[config.mk]
export PLATFORM = sky130hd
export DESIGN_NAME = branch_cmp_pipe
export DESIGN_NICKNAME = d
export VERILOG_FILES = /design/src/rtl/branch_cmp_pipe.sv
export SDC_FILE = /design/constraint.sdc
export NUM_CORES = 1
export LEC_CHECK = 0
export BUFFER_PORTS_ARGS = -buffer_cell sky130_fd_sc_hd__buf_2
export CORE_MARGIN = 3
export CORE_UTILIZATION = 23
export CTS_BUF_LIST = sky130_fd_sc_hd__clkbuf_8 sky130_fd_sc_hd__clkbuf_16
export DETAILED_ROUTE_END_ITERATION = 6
export PLACE_DENSITY = 0.49
export SETUP_SLACK_MARGIN = 0.2
export SYNTH_ARGS = -nofsm -noshare
export SYNTH_HDL_FRONTEND = slang
export SYNTH_SLANG_ARGS = --single-unit
[constraint.sdc]
create_clock -name clk -period 2.2 [get_ports clk]
set_input_delay 0.11 -clock clk [delete_from_list [all_inputs] [get_ports clk]]
set_output_delay 0.11 -clock clk [all_outputs]
set_load 0.005 [all_outputs]
[src/rtl/branch_cmp_pipe.sv]
// Registered branch-condition unit for the ID/EX boundary: evaluates the
// condition selected by op, buffers one decision and keeps saturating stats.
module branch_cmp_pipe #(
  parameter int WIDTH = 32,
  parameter int TAG_W = 5,
  parameter int CNT_W = 16
) (
  input  logic             clk,
  input  logic             reset,
  input  logic             in_valid,
  output logic             in_ready,
  input  logic [WIDTH-1:0] A,
  input  logic [WIDTH-1:0] B,
  input  logic [3:0]       Op,
  input  logic [TAG_W-1:0] in_tag,
  input  logic             flush,
  output logic             out_valid,
  input  logic             out_ready,
  output logic             out_br,
  output logic             out_link,
  output logic             out_illegal,
  output logic [TAG_W-1:0] out_tag,
  output logic [CNT_W-1:0] taken_cnt,
  output logic [CNT_W-1:0] total_cnt
);

  localparam logic [3:0] OP_NONE = 4'b0000;
  localparam logic [3:0] OP_EQ   = 4'b0001;
  localparam logic [3:0] OP_GTZ  = 4'b0010;
  localparam logic [3:0] OP_GEZ  = 4'b0011;
  localparam logic [3:0] OP_GEZL = 4'b0100;
  localparam logic [3:0] OP_LEZ  = 4'b0101;
  localparam logic [3:0] OP_LTZ  = 4'b0110;
  localparam logic [3:0] OP_NE   = 4'b0111;
  localparam logic [3:0] OP_LT   = 4'b1000;
  localparam logic [3:0] OP_LTU  = 4'b1001;
  localparam logic [3:0] OP_GE   = 4'b1010;
  localparam logic [3:0] OP_GEU  = 4'b1011;

  localparam logic [CNT_W-1:0] CNT_ONE = CNT_W'(1);
  localparam logic [CNT_W-1:0] CNT_MAX = '1;

  logic a_neg, a_zero, a_eq_b, a_lt_s, a_lt_u;
  logic cond_br, cond_link, cond_illegal;
  logic accept, consume;

  // Handshake: a transfer happens on either side only when valid and ready
  // are both high at a rising edge. in_ready is combinational and never looks
  // at in_valid; out_* are held stable while out_valid=1 and out_ready=0.
  assign in_ready = reset & (~out_valid | out_ready);
  assign accept   = in_valid & in_ready;
  assign consume  = out_valid & out_ready & ~flush;

  assign a_neg  = A[WIDTH-1];
  assign a_zero = (A == '0);
  assign a_eq_b = (A == B);
  assign a_lt_s = ($signed(A) < $signed(B));
  assign a_lt_u = (A < B);

  always_comb begin
    cond_br      = 1'b0;
    cond_link    = 1'b0;
    cond_illegal = 1'b0;
    case (Op)
      OP_NONE: cond_br = 1'b0;
      OP_EQ:   cond_br = a_eq_b;
      OP_GTZ:  cond_br = ~a_neg & ~a_zero;
      OP_GEZ:  cond_br = ~a_neg;
      OP_GEZL: begin
        cond_br   = ~a_neg;
        cond_link = 1'b1;
      end
      OP_LEZ:  cond_br = a_neg | a_zero;
      OP_LTZ:  cond_br = a_neg;
      OP_NE:   cond_br = ~a_eq_b;
      OP_LT:   cond_br = a_lt_s;
      OP_LTU:  cond_br = a_lt_u;
      OP_GE:   cond_br = ~a_lt_s;
      OP_GEU:  cond_br = ~a_lt_u;
      default: cond_illegal = 1'b1;
    endcase
  end

  always_ff @(posedge clk) begin
    if (!reset) begin
      out_valid   <= 1'b0;
      out_br      <= 1'b0;
      out_link    <= 1'b0;
      out_illegal <= 1'b0;
      out_tag     <= '0;
      taken_cnt   <= '0;
      total_cnt   <= '0;
    end else if (flush) begin
      // Flush discards both the buffered and any incoming decision uncounted.
      out_valid <= 1'b0;
    end else begin
      if (consume) begin
        if (total_cnt != CNT_MAX) total_cnt <= total_cnt + CNT_ONE;
        if (out_br && taken_cnt != CNT_MAX) taken_cnt <= taken_cnt + CNT_ONE;
      end
      if (accept) begin
        out_valid   <= 1'b1;
        out_br      <= cond_br;
        out_link    <= cond_link;
        out_illegal <= cond_illegal;
        out_tag     <= in_tag;
      end else if (consume) begin
        out_valid <= 1'b0;
      end
    end
  end

endmodule

==> impl_metrics.py, run 1 <==
metrics = {
    "placed_design": {
        "place.gp.congestion": 0.792,
        "pre_cts_ws_ps": 245,
        "portBuffers": 119,
        "dp_hpwl_um": 6810,
        "place_area_sq_um": 3660,
    },
    "synthesis": {
        "netlist_instances": 342,
        "synth_cell_type_count": 45,
        "syn_area_per_cell_sq_um": 8.24,
        "yosysSeqAreaShare": 0.291,
        "synth_nets": 454,
        "synth-seq-cells": 41,
        "yosys.area.top_type_share": 0.291,
        "synth_ff_type": "dfxtp_1",
        "async_reset_ff_frac": 0,
        "synth-edff-count": 0,
        "synth_area_leaders": "dfxtp_1 (29%), ha_1 (15%), inv_1 (5.3%)",
        "synth_area_sq_um": 2820,
        "synth_commonest_cells": "dfxtp_1 (41), inv_1 (40), nor2_1 (40)",
        "ys_warn_count": 0,
        "synth.most_common_cell": "dfxtp_1",
        "yosysTopAreaCell": "dfxtp_1",
    },
    "flow_run": {
        "maxCapViolCount": 0,
    },
    "detailed_routing": {
        "antenna_left": 0,
        "drt-wirelength-per-cell_um": 13.3,
        "drc": 0,
        "vias": 2836,
        "vias_per_cell": 4.59,
        "dr.first_iter.drc_count": 83,
        "wl_um": 8220,
        "drtPass1Iterations": 4,
    },
    "setup_path": {
        "r2r-start": "total_cnt[0]",
        "worstSetupPathType": "flip-flop to flip-flop",
        "slowest_delay_ps": 430,
        "worstPathArrival_ps": 2020,
        "cp_max_fo": 4,
        "rr_endpoint": "total_cnt[10]",
        "crit_path_end_kind": "flip-flop",
        "cp_top_family": "simple AND/OR/NAND/NOR gates",
        "crit_required_ps": 2350,
        "ff2ff_setup_slack_ps": 340,
        "cp_num_buf_inv": 1,
        "critPathSlowestCell": "or3_2",
        "r2r_cells": 7,
        "start_kind": "flip-flop",
        "path_cells": "ha_2 -> inv_1 -> a211oi_4 -> nand3_1 -> or3_2 -> xor2_1 -> nor2_1",
    },
    "cells_and_area": {
        "antenna_cells": 0,
        "final_cell_area_sq_um": 3870,
        "drive_gt1_frac": 0.339,
        "seq_area_sq_um": 823,
        "fill_cells": 1249,
        "syn2layout_area_growth_pct": 37.5,
        "postLayoutCoreUtil": 0.331,
        "multiInputGateArea_sq_um": 1880,
        "layout.nets": 587,
    },
    "floorplanning": {
        "io_pins": 120,
        "die-area_sq_um": 13600,
        "initial_core_util": 0.241,
        "fp.dieH_um": 117,
        "die_x_um": 117,
        "core-area_sq_um": 11700,
        "rows": 39,
    },
    "global_routing": {
        "grt_pass1_vias": 2750,
        "grt_max_degree": 40,
        "grt_pass1_wl_um": 12900,
        "antenna_found_initial": 0,
        "track_usage": 0.116,
        "grt-ovfl-total": 0,
    },
    "clock_network": {
        "clk_pin_slew_ps": 60,
        "cts_tree": "built",
        "clockBufferDepth": 2,
        "htreeDepth": 2,
        "numClockSinks": 41,
        "numCtsBuffers": 5,
        "cts-root-buf": "clkbuf_16",
        "cts_hold_buf": 0,
        "clock_latency_ps": 280,
    },
    "timing": {
        "finalSetupViolCount": 0,
        "finalCriticalPeriod_ps": 1860,
        "fin_worst_skew_ps": 8.74,
        "report.final.slew_viol_count": 0,
        "worst_pin_slew_ps": 435,
        "period_share": 0.847,
        "finalSetupTns_ps": 0,
        "setup_slack_ps": 337,
        "rsz0062_at_grt": "true",
        "max_clock_freq_ghz": 0.537,
        "final-hold-violation-count": 0,
        "max-slew-margin-rel": 0.710,
    },
    "power_and_ir_drop": {
        "pwr_density_cell_nw_per_um2": 455,
        "ir_worst_vdd_mv": 0.324,
        "power_leakage_nw": 1.86,
    },
    "worst_hold_path": {
        "min_to": "out_valid",
        "worstHoldStart": "flush",
        "min_path_cells": 2,
        "min_path_type": "input port to flip-flop",
    },
    "status": {
        "status": "complete, no violations",
    },
}
[where the power goes]
| group | switching, mW | internal (mW) | leakage, nW | total, mW |
|---|---|---|---|---|
| logic | 0.144 | 0.134 | 1.46 | 0.279 |
| registers | 0.00386 | 0.748 | 0.332 | 0.752 |
| clock network | 0.287 | 0.445 | 0.0690 | 0.732 |
[final cells by class]
class                   count  share of cell area
well taps                 143              0.0462
multi-input cells         255               0.486
repair buffers            132               0.179
inverters                  40              0.0387
clock inverters             1             0.00194
clock buffers               6              0.0358
flip-flops and latches     41               0.212
[per-stage QoR]
stage | std cells | hold WS, ps | power, mW
floorplan | 342 | 188 | 0.914
global placement | 609 | 336 | 1.04
finish | 618 | 47.4 | 1.76
detailed placement | 609 | 329 | 1.05
global route | 618 | 48.0 | 1.86
CTS | 616 | 36.9 | 1.80
[metal layers]
layer | up-vias | share of wire | routed length [um] | global-route usage
met1 | 1297 | 0.45 | 3690 | 0.146
met5 | - | 0 | 0 | 0
li1 | 1470 | - | - | -
met3 | 7 | 0.045 | 367 | 0.0202
met4 | 0 | 0.0097 | 80 | 0.0268
met2 | 62 | 0.50 | 4080 | 0.207
[registers in the layout (all words and copies together) (netlist names)]
name and flops:
out_br 1, taken_cnt 16, out_valid 1, out_illegal 1, out_link 1, total_cnt 16
out_tag 5
[cells in the final DEF (no fill, tap or decap), types with 3 or more instances in the layout]
| cell type | count |
|---|---|
| clkbuf_16 | 5 |
| ha_1 | 32 |
| nor2_1 | 40 |
| nand3_1 | 20 |
| buf_4 | 13 |
| nor4_1 | 12 |
| inv_1 | 40 |
| nand4_1 | 14 |
| xor2_1 | 16 |
| nor3_1 | 5 |
| dfxtp_1 | 39 |
| mux2i_1 | 8 |
| or3_2 | 3 |
| a21oi_1 | 17 |
| nand2_1 | 18 |
| xnor2_1 | 14 |
| and3_1 | 5 |
| nand2b_1 | 6 |
| o21ai_0 | 5 |
| buf_2 | 119 |
[worst register-to-register path, cell delays in order, from the launching register on]
cell and delay (ps):
dfxtp_1 390, ha_2 240, inv_1 80, a211oi_4 280, nand3_1 140, or3_2 430, xor2_1 130, nor2_1 50
[cell families (layout without fill, tap and decap cells)]
family                   Yosys count  count (layout)  share of synthesized area
multiplexers                       8               8                     0.0284
AO/OA/AOI/OAI                     40              40                      0.103
XOR/XNOR                          30              30                     0.0932
flip-flops                        41              41                      0.291
adder cells (fa/ha/maj)           34              34                      0.151
buffers and inverters             46             179                     0.0617
AND/OR/NAND/NOR                  143             143                      0.272
[worst max-delay path by stage]
| stage | start | endpoint | slack, ps | cells past startpoint |
|---|---|---|---|---|
| final | total_cnt[0] | total_cnt[10] | 340 | 7 |
| after global routing | taken_cnt[0] | taken_cnt[12] | 190 | 8 |
| after CTS | taken_cnt[0] | taken_cnt[12] | 240 | 8 |
| after detailed placement | A[1] | out_br | 250 | 9 |
| after global placement | A[14] | out_br | 270 | 9 |
| after floorplan | total_cnt[4] | total_cnt[7] | 350 | 7 |
[timing repair]
item / 4_1_cts / 5_1_grt
setup endpoints to repair: 0 / 9
resized for setup: 0 / 11
endpoints found under the hold margin: 0 / 0
buffers inserted: 0 / 2
Note: power is estimated with default switching activity, not from simulation.
==> inputs of run 2 (changes only) <==
--- a/config.mk
+++ b/config.mk
@@ -5,6 +5,7 @@
 export SDC_FILE = /design/constraint.sdc
 export NUM_CORES = 1
 export LEC_CHECK = 0
+export ABC_AREA = 1
 export BUFFER_PORTS_ARGS = -buffer_cell sky130_fd_sc_hd__buf_2
 export CORE_MARGIN = 3
 export CORE_UTILIZATION = 23
==> constraint.sdc (replaced) <==
create_clock -name clk -period 1.92 [get_ports clk]
set_input_delay 0.096 -clock clk [delete_from_list [all_inputs] [get_ports clk]]
set_output_delay 0.096 -clock clk [all_outputs]
set_load 0.005 [all_outputs]
==> run 2 against run 1 <==
  * Clock skew down 4.4 ps
  * Via count up 18%
  * Synthesized area increased by 9.5%
  * Clock power is 12% higher
  * Largest power group unchanged
  * Clock-buffer cell count did not move
  * Largest cell class unchanged
  * Setup slack got worse by 91 ps
  * First-iteration DRC count is 110% higher
  * Critical path type unchanged
  * Maximum frequency grew 11%
  * Cell area is 10% higher
  * Critical path depth is 5 higher
==> impl_metrics.py, run 2 <==
metrics = {
    "worst_hold_path": {
        "min_path_type": "input port to flip-flop",
        "min_path_cells": 3,
    },
    "cells_and_area": {
        "postLayoutCoreUtil": 0.332,
        "final_cell_mix": "buf_2 (119), nand2_1 (93), inv_1 (85)",
        "layout.nets": 726,
        "syn2layout_area_growth_pct": 38.5,
        "multiInputGateArea_sq_um": 2020,
        "fill_cells": 1438,
        "drive_gt1_frac": 0.314,
        "reg.largest.list": "taken_cnt: 16 flops, total_cnt: 16 flops, out_tag: 5 flops",
        "final_cell_area_sq_um": 4280,
        "final_common_cell": "buf_2",
        "seq_area_sq_um": 833,
    },
    "timing": {
        "max_clock_freq_ghz": 0.597,
        "fin_worst_skew_ps": 4.33,
        "rsz0062_at_grt": "true",
        "worst_pin_slew_ps": 478,
        "report.final.slew_viol_count": 0,
        "max-slew-margin-rel": 0.681,
        "finalSetupTns_ps": 0,
        "finalSetupViolCount": 0,
        "final-hold-violation-count": 0,
        "finalCriticalPeriod_ps": 1670,
        "period_share": 0.872,
    },
    "synthesis": {
        "synth.most_common_cell": "nand2_1",
        "yosysTopAreaCell": "dfxtp_1",
        "synth_commonest_cells": "nand2_1 (97), inv_1 (90), nor2_1 (62)",
        "ys_warn_count": 0,
        "async_reset_ff_frac": 0,
        "synth_cell_type_count": 35,
        "synth_nets": 592,
        "synth-edff-count": 0,
        "syn_area_per_cell_sq_um": 6.43,
        "synth_area_sq_um": 3090,
        "synth_area_leaders": "dfxtp_1 (27%), ha_1 (14%), nand2_1 (12%)",
        "netlist_instances": 480,
        "yosysSeqAreaShare": 0.266,
        "synth-seq-cells": 41,
        "yosys.area.top_type_share": 0.266,
        "synth_ff_type": "dfxtp_1",
    },
    "clock_network": {
        "cts-root-buf": "clkbuf_16",
        "clockBufferDepth": 2,
        "clock_latency_ps": 280,
        "cts_tree": "built",
        "clk_pin_slew_ps": 60,
        "htreeDepth": 2,
        "numCtsBuffers": 5,
        "numClockSinks": 41,
    },
    "setup_path": {
        "crit_cells": 12,
        "path_cells": "ha_4 -> nand2_4 -> nor3_4 -> inv_2 -> nor3_2 -> nand2_1 -> nand3_4 -> buf_6 -> nor2_4 -> nand3_2 -> o21ai_2 -> a21oi_1",
        "r2r_cells": 12,
        "crit_path_end_kind": "flip-flop",
        "cp_num_buf_inv": 2,
        "critPathSlowestCell": "dfxtp_2",
        "start_kind": "flip-flop",
        "cp_top_family": "simple AND/OR/NAND/NOR gates",
        "crit_required_ps": 2090,
        "worstSetupPathType": "flip-flop to flip-flop",
        "slowest_delay_ps": 330,
        "cp_max_fo": 6,
        "worstPathArrival_ps": 1840,
    },
    "global_routing": {
        "grt-ovfl-total": 0,
        "track_usage": 0.116,
        "grt_pass1_wl_um": 14300,
        "grt_max_degree": 20,
        "antenna_found_initial": 1,
        "grt_pass1_vias": 3198,
    },
    "flow_run": {
        "maxCapViolCount": 0,
    },
    "detailed_routing": {
        "drtPass1Iterations": 4,
        "vias": 3354,
        "dr.first_iter.drc_count": 172,
        "antenna_left": 0,
        "vias_per_cell": 4.26,
        "drc": 0,
        "drt-wirelength-per-cell_um": 11.3,
        "wl_um": 8860,
    },
    "floorplanning": {
        "die_x_um": 122,
        "initial_core_util": 0.240,
        "rows": 41,
        "core-area_sq_um": 12900,
        "io_pins": 120,
        "fp.dieH_um": 122,
        "die-area_sq_um": 14900,
    },
    "power_and_ir_drop": {
        "p_sw_uw": 513,
        "p_clk_frac": 0.401,
        "swShare": 0.251,
        "p_int_mw": 1.53,
        "ir_worst_vdd_mv": 0.384,
        "share_seq_of_total_power": 0.424,
        "power_leakage_nw": 2.08,
        "combPwrFrac": 0.175,
        "pwr_density_cell_nw_per_um2": 478,
    },
    "status": {
        "status": "complete, no violations",
    },
    "placed_design": {
        "place.gp.congestion": 0.837,
        "portBuffers": 119,
        "dp_hpwl_um": 7390,
        "place_area_sq_um": 3920,
    },
}
[run 2: cell count changes after synthesis, sizes merged, moves of 9 or more]
cell	before	now
xnor2	14	2
nand2	18	99
xor2	16	3
nor4	15	6
nor2	40	64
o21ai	5	29
nand4	16	5
inv	40	92
a21oi	17	44
[run 2: stage by stage]
step                      total power, mW  hold WS, ps  setup slack, ps  cells
after floorplan                      1.08          169              389    480
after global placement               1.23          274              183    773
after detailed placement             1.24          286             93.7    773
after CTS                            2.06         76.0              212    781
after global routing                 2.17          108              141    786
final                                2.04         79.6              246    787
[run 2: per-layer routing]
layer | vias to the layer above | GRT usage | wire length [um]
met3 | 10 | 0.0274 | 482
met4 | 2 | 0.0196 | 76
met1 | 1474 | 0.151 | 4050
met5 | - | 0 | 7
met2 | 58 | 0.199 | 4250
li1 | 1810 | - | -
[run 2: repair_timing]
action	CTS	global route
hold buffers	1	0
resized for setup	1	51
setup endpoints to repair	2	24
buffers inserted	0	5
endpoints found under the hold margin	1	0
pin swaps	0	12
[run 2: path summary, 6_finish.rpt]
check,from,to,slack [ps]
worst max-delay path,taken_cnt[0],taken_cnt[5],250
worst min-delay path,in_tag[0],out_tag[0],80
worst max register to register,taken_cnt[0],taken_cnt[5],250
worst min register to register,out_illegal,out_illegal,470
[run 2: power by group through the flow]
stage	Combinational, mW	Sequential [mW]	Clock (mW)
3_3_place_gp	0.348	0.884	0
4_1_cts	0.358	0.866	0.837
6_report	0.358	0.865	0.820
3_5_place_dp	0.354	0.885	0
5_1_grt	0.422	0.866	0.886
2_1_floorplan	0.196	0.885	0
[run 2: logic make-up after synthesis]
| kind of cell | share of synthesized area |
|---|---|
| AOI/OAI and AO/OA | 0.135 |
| xor gates and xnor gates | 0.0142 |
| adders and majority gates | 0.138 |
| buffers and inverters | 0.123 |
| DFF | 0.266 |
| and+or+nand+nor | 0.325 |
[run 2: final cells by class]
cell class	instances	area share
multi-input combinational	341	0.473
sequential	41	0.195
timing repair buffer	132	0.164
inverter	93	0.0843
tap	172	0.0503
clock buffer	6	0.0325
clock inverter	1	0.000878
antenna	1	0.000585
[run 2: tightest hold or removal path, delay by kind of cell]
family / cells / cell delay, ps
AO/OA/AOI/OAI: 1 / 70
buffers and inverters: 1 / 70
AND/OR/NAND/NOR: 1 / 80
==> inputs of run 3 (changes only) <==
--- a/config.mk
+++ b/config.mk
@@ -12,6 +12,7 @@
 export CTS_BUF_LIST = sky130_fd_sc_hd__clkbuf_8 sky130_fd_sc_hd__clkbuf_16
 export DETAILED_ROUTE_END_ITERATION = 6
 export PLACE_DENSITY = 0.49
+export REMOVE_ABC_BUFFERS = 1
 export SETUP_SLACK_MARGIN = 0.2
 export SYNTH_ARGS = -nofsm -noshare
 export SYNTH_HDL_FRONTEND = slang
==> run 3 against run 2 <==
  * Global-route usage increased by 0.28 points
  * Sequential share of layout area is 0.20 points higher
  * Cell count shrank 0.13%
  * Largest power group unchanged
  * Maximum frequency grew 1.9%
  * Combinational power hardly changed
  * First-iteration DRC count decreased by 38%
  * Clock-buffer cell count did not move
  * Die area unchanged
  * Non-clock buffer count is 1 lower
  * Register-to-register slack gained 30 ps
==> impl_metrics.py, run 3 (same netlist as run 2, synthesis figures left out) <==
metrics = {
    "floorplanning": {
        "rows": 41,
        "initial_core_util": 0.240,
        "fp.dieH_um": 122,
        "die-area_sq_um": 14900,
        "io_pins": 120,
        "die_x_um": 122,
        "core-area_sq_um": 12900,
    },
    "cells_and_area": {
        "syn2layout_area_growth_pct": 35.9,
        "reg.largest.list": "taken_cnt: 16 flops, total_cnt: 16 flops, out_tag: 5 flops",
        "postLayoutCoreUtil": 0.326,
        "antenna_cells": 0,
        "final_common_cell": "buf_2",
        "drive_gt1_frac": 0.283,
        "final_cell_area_sq_um": 4200,
        "layout.nets": 725,
        "stdcell_count": 786,
        "final_cell_mix": "buf_2 (119), nand2_1 (97), inv_1 (88)",
    },
    "setup_path": {
        "rr_endpoint": "taken_cnt[4]",
        "critPathSlowestCell": "dfxtp_1",
        "start_kind": "flip-flop",
        "cp_top_family": "simple AND/OR/NAND/NOR gates",
        "path_cells": "ha_2 -> nand2_1 -> nor3_1 -> inv_1 -> nor3_2 -> nand2_1 -> nand3_4 -> buf_6 -> o21ai_0 -> nor3b_2",
        "cp_num_buf_inv": 2,
        "crit_path_end_kind": "flip-flop",
        "r2r_cells": 10,
        "worstSetupPathType": "flip-flop to flip-flop",
        "r2r-start": "taken_cnt[1]",
        "slowest_delay_ps": 340,
        "worstPathArrival_ps": 1790,
        "crit_top_cell": "nand2_1",
        "cp_max_fo": 7,
        "crit_required_ps": 2070,
        "ff2ff_setup_slack_ps": 280,
    },
    "timing": {
        "max-slew-margin-rel": 0.664,
        "finalCriticalPeriod_ps": 1640,
        "finalSetupTns_ps": 0,
        "finalSetupViolCount": 0,
        "report.final.slew_viol_count": 0,
        "setup_slack_ps": 277,
        "period_share": 0.856,
        "whs_ps": 70.4,
        "rsz0062_at_grt": "true",
        "fin_worst_skew_ps": 6.29,
        "final-hold-violation-count": 0,
        "max_clock_freq_ghz": 0.609,
        "worst_pin_slew_ps": 503,
    },
    "placed_design": {
        "place_area_sq_um": 3930,
        "dp_hpwl_um": 7490,
        "portBuffers": 119,
        "place.gp.congestion": 0.870,
        "pre_cts_ws_ps": 126,
        "place_inst": 774,
    },
    "detailed_routing": {
        "drc": 0,
        "wl_um": 9020,
        "drtPass1Iterations": 4,
        "vias_per_cell": 4.32,
        "drt-wirelength-per-cell_um": 11.5,
        "vias": 3393,
        "antenna_left": 0,
        "dr.first_iter.drc_count": 106,
    },
    "clock_network": {
        "cts_tree": "built",
        "clockBufferDepth": 2,
        "numClockSinks": 41,
        "numCtsBuffers": 5,
        "htreeDepth": 2,
        "cts-root-buf": "clkbuf_16",
        "clock_latency_ps": 280,
        "clk_pin_slew_ps": 60,
    },
    "global_routing": {
        "grt_max_degree": 23,
        "grt-ovfl-total": 0,
        "antenna_found_initial": 0,
        "grt_pass1_vias": 3324,
        "track_usage": 0.119,
        "grt_pass1_wl_um": 14600,
    },
    "flow_run": {
        "maxCapViolCount": 0,
    },
    "worst_hold_path": {
        "min_path_cells": 3,
        "min_to": "out_tag[4]",
        "min_path_type": "input port to flip-flop",
        "worstHoldStart": "in_tag[4]",
    },
    "status": {
        "status": "complete, no violations",
    },
    "power_and_ir_drop": {
        "total_power_mw": 2.08,
        "pwr_density_cell_nw_per_um2": 496,
        "ir_worst_vdd_mv": 0.260,
        "power_leakage_nw": 2.04,
    },
}
[run 3: cell count changes in the layout (fill, tap and decap cells not counted), sizes merged]
| cell | change |
|---|---|
| buf | -1 |
| clkinv | +2 |
| diode | -1 |
| inv | -1 |
[run 3: worst min-delay path, cell delays in order]
cell	delay (ps)
buf_2	70
o21ai_0	70
nor2_1	80
[run 3: worst max-delay path by stage]
stage | from | end | cells after the start
after floorplan | taken_cnt[0] | taken_cnt[8] | 13
after global placement | A[31] | out_br | 13
after detailed placement | A[31] | out_br | 13
after CTS | taken_cnt[0] | taken_cnt[4] | 10
after global routing | total_cnt[0] | total_cnt[11] | 12
final | taken_cnt[1] | taken_cnt[4] | 10
[run 3: what timing repair did]
item | 4_1_cts | 5_1_grt
hold buffers | 1 | 0
buffers inserted | 0 | 3
resized for setup | 5 | 21
endpoints found under the setup margin | 4 | 24
hold endpoints to repair | 1 | 0
pin swaps | 0 | 3
[run 3: area by class of cell]
type	count	area [sq um]
fillers	1423	8680
well taps	172	215
multi-input cells	341	1950
repair buffers	131	692
clock inverters	2	13.8
clock buffers	6	139
inverters	93	360
flip-flops and latches	41	826
[run 3: per-layer routing]
| layer | track usage | vias up | share of wire |
|---|---|---|---|
| met2 | 0.209 | 74 | 0.48 |
| met3 | 0.0232 | 4 | 0.052 |
| met4 | 0.0252 | 0 | 0.0049 |
| met5 | 0 | - | 0 |
| met1 | 0.151 | 1509 | 0.46 |
| li1 | - | 1806 | - |
[run 3: power by group]
group / leakage, nW / switching (mW) / total (mW) / internal, mW
logic: 1.63 / 0.191 / 0.356 / 0.164
clock network: 0.0768 / 0.343 / 0.860 / 0.517
registers: 0.333 / 0.00557 / 0.866 / 0.860
total: 2.04 / 0.540 / 2.08 / 1.54
